$ cat src/rtl/multicycle_add_sub.sv
// multicycle_add_sub: add/subtract engine that processes CHUNK bits per clock
// and completes a WIDTH-bit operation in N = WIDTH/CHUNK RUN cycles.
// WIDTH must be an integer multiple of CHUNK; CHUNK == WIDTH gives one RUN cycle.
// Optional build macro: ADD_SUB_SAT_EN -- saturate Sum to the signed max/min
// when the signed result overflows (Ovf and Cout are reported unchanged).
module multicycle_add_sub #(
  parameter int WIDTH = 16,
  parameter int CHUNK = 4
) (
  input  logic             clk,
  input  logic             rst,
  input  logic             start,
  input  logic [WIDTH-1:0] A,
  input  logic [WIDTH-1:0] B,
  input  logic             CTRL,
  output logic             busy,
  output logic             done,
  output logic [WIDTH-1:0] Sum,
  output logic             Cout,
  output logic             Ovf
);

  localparam int N     = WIDTH / CHUNK;
  localparam int IDX_W = (N > 1) ? $clog2(N) : 1;
  localparam logic [IDX_W-1:0] LAST_IDX = IDX_W'(N - 1);

  typedef enum logic [1:0] {
    IDLE = 2'd0,
    RUN  = 2'd1,
    DONE = 2'd2
  } state_t;

  state_t state, state_nxt;

  // Latched operands; b_p0 holds ~B for subtraction so RUN only ever adds
  logic [WIDTH-1:0] a_p0;
  logic [WIDTH-1:0] b_p0;
  logic             carry_p0;
  logic [IDX_W-1:0] idx_p0;
  // Slice results accumulated across RUN cycles
  logic [WIDTH-1:0] res_p1;

  logic             accept;
  logic             last;
  logic [CHUNK-1:0] a_slice;
  logic [CHUNK-1:0] b_slice;
  logic [CHUNK:0]   slice_ext;
  logic             c_msb_in;
  logic             c_msb_out;
  logic [WIDTH-1:0] full_res;
  logic [WIDTH-1:0] sum_nxt;

`ifdef ADD_SUB_SAT_EN
  // On signed overflow the wrapped sign is the inverse of the true sign,
  // so a wrapped negative value means the true result was positive.
  function automatic logic [WIDTH-1:0] saturate(input logic [WIDTH-1:0] wrapped,
                                                input logic             ovf);
    logic signed [WIDTH-1:0] smax;
    logic signed [WIDTH-1:0] smin;
    smax = {1'b0, {(WIDTH-1){1'b1}}};
    smin = {1'b1, {(WIDTH-1){1'b0}}};
    if (!ovf)
      return wrapped;
    return wrapped[WIDTH-1] ? smax : smin;
  endfunction
`endif

  assign accept = (state == IDLE) && start;
  assign last   = (idx_p0 == LAST_IDX);

  // Current slice addition and the assembled full-width result
  always_comb begin
    a_slice   = a_p0[CHUNK*int'(idx_p0) +: CHUNK];
    b_slice   = b_p0[CHUNK*int'(idx_p0) +: CHUNK];
    slice_ext = {1'b0, a_slice} + {1'b0, b_slice} + {{CHUNK{1'b0}}, carry_p0};
    c_msb_out = slice_ext[CHUNK];
    // Carry into the slice's top bit, recovered from its sum bit and operands
    c_msb_in  = slice_ext[CHUNK-1] ^ a_slice[CHUNK-1] ^ b_slice[CHUNK-1];
    full_res  = res_p1;
    full_res[CHUNK*int'(idx_p0) +: CHUNK] = slice_ext[CHUNK-1:0];
`ifdef ADD_SUB_SAT_EN
    sum_nxt   = saturate(full_res, c_msb_in ^ c_msb_out);
`else
    sum_nxt   = full_res;
`endif
  end

  // State register
  always_ff @(posedge clk) begin
    if (rst)
      state <= IDLE;
    else
      state <= state_nxt;
  end

  // Next-state and status outputs
  always_comb begin
    state_nxt = state;
    busy      = 1'b0;
    done      = 1'b0;
    case (state)
      IDLE: begin
        if (start)
          state_nxt = RUN;
      end
      RUN: begin
        busy = 1'b1;
        if (last)
          state_nxt = DONE;
      end
      DONE: begin
        done      = 1'b1;
        state_nxt = IDLE;
      end
      default: state_nxt = IDLE;
    endcase
  end

  // Operand capture, slice-by-slice accumulation and final result commit
  always_ff @(posedge clk) begin
    if (rst) begin
      carry_p0 <= 1'b0;
      idx_p0   <= '0;
      res_p1   <= '0;
      Sum      <= '0;
      Cout     <= 1'b0;
      Ovf      <= 1'b0;
    end else if (accept) begin
      a_p0     <= A;
      b_p0     <= CTRL ? ~B : B;
      carry_p0 <= CTRL;
      idx_p0   <= '0;
    end else if (state == RUN) begin
      carry_p0 <= c_msb_out;
      res_p1   <= full_res;
      idx_p0   <= idx_p0 + 1'b1;
      if (last) begin
        Sum  <= sum_nxt;
        Cout <= c_msb_out;
        Ovf  <= c_msb_in ^ c_msb_out;
      end
    end
  end

endmodule

$ cat config.mk
export PLATFORM = sky130hd
export DESIGN_NAME = multicycle_add_sub
export DESIGN_NICKNAME = d
export VERILOG_FILES = /design/src/rtl/multicycle_add_sub.sv
export SDC_FILE = /design/constraint.sdc
export NUM_CORES = 1
export LEC_CHECK = 0
export CAP_MARGIN = 20
export CORE_ASPECT_RATIO = 0.6
export CORE_MARGIN = 5
export CORE_UTILIZATION = 33
export DETAILED_ROUTE_END_ITERATION = 12
export PLACE_DENSITY = 0.57
export SYNTH_ARGS = -nofsm -noshare
export SYNTH_HDL_FRONTEND = slang
export SYNTH_SLANG_ARGS = --single-unit
export TNS_END_PERCENT = 10
$ cat constraint.sdc
create_clock -name clk -period 3.55 [get_ports clk]
set_input_delay 0.71 -clock clk [delete_from_list [all_inputs] [get_ports clk]]
set_output_delay 0.71 -clock clk [all_outputs]
set_load 0.01 [all_outputs]
==> run summary, run 1 <==
Initial antenna violation count - 0
Synth top area share - 31.3%
Flop pwr share - 45.7%
Initial core utilization - 33.7%
Yosys cell types - 31
CP required - 3780 ps
Internal power - 1480 uW
Hold Path Depth - 2
Layout cells sized above 1 - 11.5%
Via-to-Cell Ratio - 5.04
Worst hold-check path type - reg -> reg
Post-Syn Area per Cell - 12.3 um2
Hold Path Sink - res_p1[15]$_SDFFE_PP0P_
Global-route wire length before repair - 11,300 um
Largest family of logic cells by synthesized area - simple AND/OR/NAND/NOR gates
PwrDens - 486 nW/um2
Core ar. - 9120 um2
Critical R2R Launch - idx_p0[0]$_SDFFE_PP0P_
Htree depth - 3
Filler cell count - 864
1st-pass router iterations - 4
Synth Area in XOR/XNOR - 6.68%
Critical path launch point type - register
Switch Pwr - 486 uW
Die height - 84.7 um
Dominant cell type by area after synthesis - edfxtp_1
Pins Over Slew Limit - 0
Lkg Pwr - 0.00141 uW
Clock sinks - 71
CP Capture Type - register
Hold buffer count at cts - 0
Max IR drop VDD - 0.184 mV
#FFs+latches synth - 71
Max Clock Skew - 8.50 ps
Post-cts sizing count - 0
Clk pwr share - 41.6%
Largest net degree at the start of global routing - 41
Syn_nets - 297
Status - finished, final reports clean
Ys Warns - 0
DRC - 0
Antenna Nets Post-Route - 0
Synth Area in Simple Gates - 11.5%
Post-route minimum period - 3060 ps
Multi-input gate area - 1240 um2
Post-Route WL - 6820 um
FP Rows - 27
CTS tree - yes
Worst slew pin tran - 876 ps
Routability Congestion - 0.781
Setup TNS - 0 ps
Most area-consuming cells after synthesis - edfxtp_1, dfxtp_1, mux4_2, xor2_1, nor2_1
Hold_ws - 489 ps
Worst-skew pair later-pin latency - 330 ps
Antenna diode count - 0
DP HPWL - 4710 um
Achievable Freq - 327 MHz
Seq/Total Area, Yosys - 56.7%
Number of port buffers - 55
R2R cell count - 8
R2r setup slk - 490 ps
Max cap viols - 0
Clock Path Buffers - 2
DIE WIDTH - 135 um
DP Worst Slack - 476 ps
Reg-to-Reg End - Ovf$_SDFFE_PP0P_
Vias in the first global route - 2,159
Register area - 1740 um2
Routed len/inst - 15.9 um
Comb pwr share - 12.7%
Worst EP arrival - 3300 ps
Synth Area in Adders - 4.97%
Compound-Gate Fraction of Synth Area - 11.2%
Die area - 11,400 um2
Clk slew on worst S/H paths - 60 ps
Crit share post-route - 86.2%
Via Count - 2,157
CP Max Fanout - 5
Nets@finish - 354
Mux contribution to synthesized area - 5.99%
Final Hold Fails - 0
Rel. slew slack - 41.4%
Post-CTS Setup Bufs - 0
Mapped Area - 3070 um2
Setup WS post-layout - 488 ps
WS Path Type - reg -> reg
Final setup vio count - 0
Total global-route track usage - 12.9%
Initial DRC Count - 136
Switching share of power - 24.8%
CTS root buffer - clkbuf_16
RSZ-0062 raised after global routing - false
Cells after Synth - 250
Number of I/O pins - 56
Clock buffer count from CTS - 9
Grt total ovfl - 0
Area Overhead vs Synth - 31.2%
Min-delay src - res_p1[15]$_SDFFE_PP0P_
==> placed cells by master (no fill, tap or decap), drive strengths merged, types with 3 or more instances in the layout <==
cell           instances
clkdlybuf4s50         55
dfxtp                 39
nor2                  38
edfxtp                32
nor3                  20
xor2                  17
a221oi                16
a32oi                 12
clkbuf                10
ha                     9
inv                    8
mux4                   8
nand2                  7
buf                    7
a21oi                  5
a22oi                  4
nor2b                  3
xnor2                  3
clkinv                 3
==> flip-flops by register name (all words and copies together), names as in the netlist <==
register,cells
Cout,1
Ovf,1
Sum,16
a_p0,16
b_p0,16
carry_p0,1
idx_p0,2
res_p1,16
state,2
==> worst max path at each step <==
stage,startpoint,endpoint,slack (ps),depth (start not counted)
2_1_floorplan,idx_p0[0]$_SDFFE_PP0P_,Ovf$_SDFFE_PP0P_,410,9
3_3_place_gp,idx_p0[0]$_SDFFE_PP0P_,Ovf$_SDFFE_PP0P_,540,8
3_5_place_dp,idx_p0[0]$_SDFFE_PP0P_,Ovf$_SDFFE_PP0P_,480,8
4_1_cts,idx_p0[0]$_SDFFE_PP0P_,Ovf$_SDFFE_PP0P_,440,8
5_1_grt,idx_p0[0]$_SDFFE_PP0P_,Ovf$_SDFFE_PP0P_,280,8
6_report,idx_p0[0]$_SDFFE_PP0P_,Ovf$_SDFFE_PP0P_,490,8
==> layer usage <==
| layer | wire length, um | share of wire [%] | global-route usage (%) |
|---|---|---|---|
| met4 | 93 | 1.4 | 5.82 |
| met1 | 3380 | 50 | 17.9 |
| met5 | 0 | 0 | 0 |
| met3 | 386 | 5.7 | 4.01 |
| met2 | 2960 | 43 | 18.2 |
==> synthesized netlist by cell type <==
cell type / count
mux4_2: 7
xnor2_1: 2
a32oi_1: 12
nor3_2: 2
clkbuf_1: 9
inv_1: 7
o31ai_2: 1
a21o_1: 2
xnor3_1: 1
a21oi_1: 5
and2_1: 2
nor3b_1: 1
mux4_1: 1
buf_1: 2
a221oi_1: 16
nor4_2: 1
xnor2_2: 1
a211oi_1: 2
nor4b_2: 1
nor2b_1: 3
buf_2: 5
nand2_1: 7
a22oi_1: 4
nor2_1: 38
dfxtp_1: 39
nor3_1: 18
xor2_1: 17
nand3b_1: 1
fa_1: 2
ha_1: 9
edfxtp_1: 32
==> cell families after synthesis <==
| kind of cell | Yosys count |
|---|---|
| flip-flops | 71 |
| buffers and inverters | 23 |
| multiplexers | 8 |
| AO/OA/AOI/OAI | 42 |
| XOR/XNOR | 21 |
| AND/OR/NAND/NOR | 74 |
| adder cells (fa/ha/maj) | 11 |
==> layout make-up <==
| type | count | area share [%] |
|---|---|---|
| sequential | 71 | 43.2 |
| multi-input combinational | 156 | 30.8 |
| timing repair buffer | 62 | 15.0 |
| clock buffer | 10 | 5.68 |
| tap | 116 | 3.60 |
| clock inverter | 6 | 1.15 |
| inverter | 7 | 0.652 |
==> critical path, stage by stage (launching register included) <==
cell	delay, ps
dfxtp_1	480
mux4_2	580
fa_1	440
fa_1	410
a21o_1	190
a21oi_1	240
xnor3_1	270
xnor2_1	140
o31ai_2	190
==> power groups by stage <==
stage	Clock, uW	Combinational, uW	Sequential [uW]
2_1_floorplan	0	153	911
3_3_place_gp	0	247	914
3_5_place_dp	0	252	914
4_1_cts	839	253	897
5_1_grt	872	274	899
6_report	816	248	897
==> per-stage QoR <==
| stage | cell area (um2) | util, % | total power, uW | instances |
|---|---|---|---|---|
| 4_1_cts | 4030 | 44.2 | 1990 | 428 |
| 5_1_grt | 4030 | 44.2 | 2040 | 428 |
| 6_report | 4030 | 44.2 | 1960 | 428 |
| 3_5_place_dp | 3760 | 41.2 | 1170 | 412 |
| 3_3_place_gp | 3760 | 41.2 | 1160 | 412 |
| 2_1_floorplan | 3070 | - | 1060 | 250 |
No activity file was read; power rests on OpenSTA's default activity.
==> run 2: changes to the inputs <==
- CORE_ASPECT_RATIO: 0.6 -> 0.7
- SLEW_MARGIN: not set -> 20
==> run 2 against run 1 <==
  * Die area is 0.28% lower
  * Fmax barely moved
  * Total power is 5.3% higher
  * Highest routed layer unchanged
==> run summary, run 2 (synthesized netlist as in run 1, its figures left out) <==
1st-pass router iterations - 4
Register area - 1740 um2
Post-route minimum period - 3060 ps
Crit share post-route - 86.2%
Largest net degree at the start of global routing - 41
Initial antenna violation count - 0
DP HPWL - 4510 um
Lkg Pwr - 0.00144 uW
Max IR drop VDD - 0.256 mV
WS Path Type - reg -> reg
Achievable Freq - 327 MHz
Die height - 90.7 um
Antenna Nets Post-Route - 0
Worst EP arrival - 3290 ps
Final Hold Fails - 0
Routed len/inst - 14.6 um
Rel. slew slack - 41.6%
Clock sinks - 71
Worst hold-check path type - reg -> reg
Clock buffer count from CTS - 9
Critical path launch point type - register
Status - finished, final reports clean
Via-to-Cell Ratio - 4.80
Post-Route WL - 6390 um
Antenna diode count - 0
Number of port buffers - 55
Total global-route track usage - 11.7%
RSZ-0062 raised after global routing - false
CP Capture Type - register
PwrDens - 505 nW/um2
Worst slew pin tran - 873 ps
Area Overhead vs Synth - 33.0%
Max cap viols - 0
Nets@finish - 355
Clk slew on worst S/H paths - 50 ps
CP required - 3780 ps
Worst-skew pair later-pin latency - 320 ps
Multi-input gate area - 1240 um2
DIE WIDTH - 125 um
Routability Congestion - 0.754
Die area - 11,400 um2
Final setup vio count - 0
Post-cts sizing count - 0
CTS root buffer - clkbuf_16
Max Clock Skew - 5.79 ps
Post-CTS Setup Bufs - 0
Setup WS post-layout - 490 ps
CTS tree - yes
Vias in the first global route - 2,147
CP Max Fanout - 6
Pins Over Slew Limit - 0
DRC - 0
Via Count - 2,099
Core ar. - 9070 um2
Most common cell after layout, fill and taps aside - clkdlybuf4s50_1
DP Worst Slack - 479 ps
Number of I/O pins - 56
Initial DRC Count - 120
Htree depth - 3
Layout cells sized above 1 - 11.8%
Setup TNS - 0 ps
Hold buffer count at cts - 0
Filler cell count - 871
Highest-count cells in the layout ignoring fill and taps - clkdlybuf4s50_1, dfxtp_1, nor2_1, edfxtp_1, nor3_1
Global-route wire length before repair - 10,500 um
FP Rows - 29
Grt total ovfl - 0
Clock Path Buffers - 2
Initial core utilization - 33.9%
## run 2: changes by cell type in the layout (fill, tap and decap cells not counted), sizes merged
cell and delta:
clkinvlp -2, buf +1, bufinv +2, clkinv +2, inv -1, clkbuf -1
## run 2: power breakdown
part           internal (uW)  total, uW  switching [uW]
registers                886        897            10.9
logic                    114        246             132
clock network            609        922             313
## run 2: critical path, cell delays in order (launching register included)
cell and delay [ps]:
dfxtp_1 500, mux4_2 580, fa_1 440, fa_1 410, a21o_1 190, a21oi_1 250
xnor3_1 270, xnor2_1 140, o31ai_2 190
## run 2: path summary, 6_finish.rpt
kind | startpoint | to | slack, ps | depth (start not counted)
min | res_p1[9]$_SDFFE_PP0P_ | res_p1[9]$_SDFFE_PP0P_ | 480 | 2
max | idx_p0[0]$_SDFFE_PP0P_ | Ovf$_SDFFE_PP0P_ | 490 | 8
max reg2reg | idx_p0[0]$_SDFFE_PP0P_ | Ovf$_SDFFE_PP0P_ | 490 | 8
min reg2reg | res_p1[9]$_SDFFE_PP0P_ | res_p1[9]$_SDFFE_PP0P_ | 480 | 2
## run 2: layout make-up
class                      instances  share of cell area [%]
clock buffer                       9                    5.51
tap                              124                    3.80
timing repair buffer              63                    14.9
sequential                        71                    42.6
inverter                           7                   0.643
clock inverter                     7                    2.14
multi-input combinational        156                    30.3
## run 2: per-stage QoR
stage | total power, uW | hold WS (ps) | util, % | cells | cell area [um2]
detailed placement | 1160 | 477 | 41.6 | 421 | 3770
CTS | 2090 | 489 | 45.0 | 437 | 4090
global placement | 1160 | 465 | 41.6 | 421 | 3770
floorplan | 1060 | 454 | - | 250 | 3070
finish | 2070 | 484 | 45.0 | 437 | 4090
global route | 2150 | 500 | 45.0 | 437 | 4090
## run 2: metal layers
metal	routed length, um	global-route usage [%]
met5	0	0
met1	3130	15.3
met4	41	4.60
met3	320	3.84
met2	2900	17.9
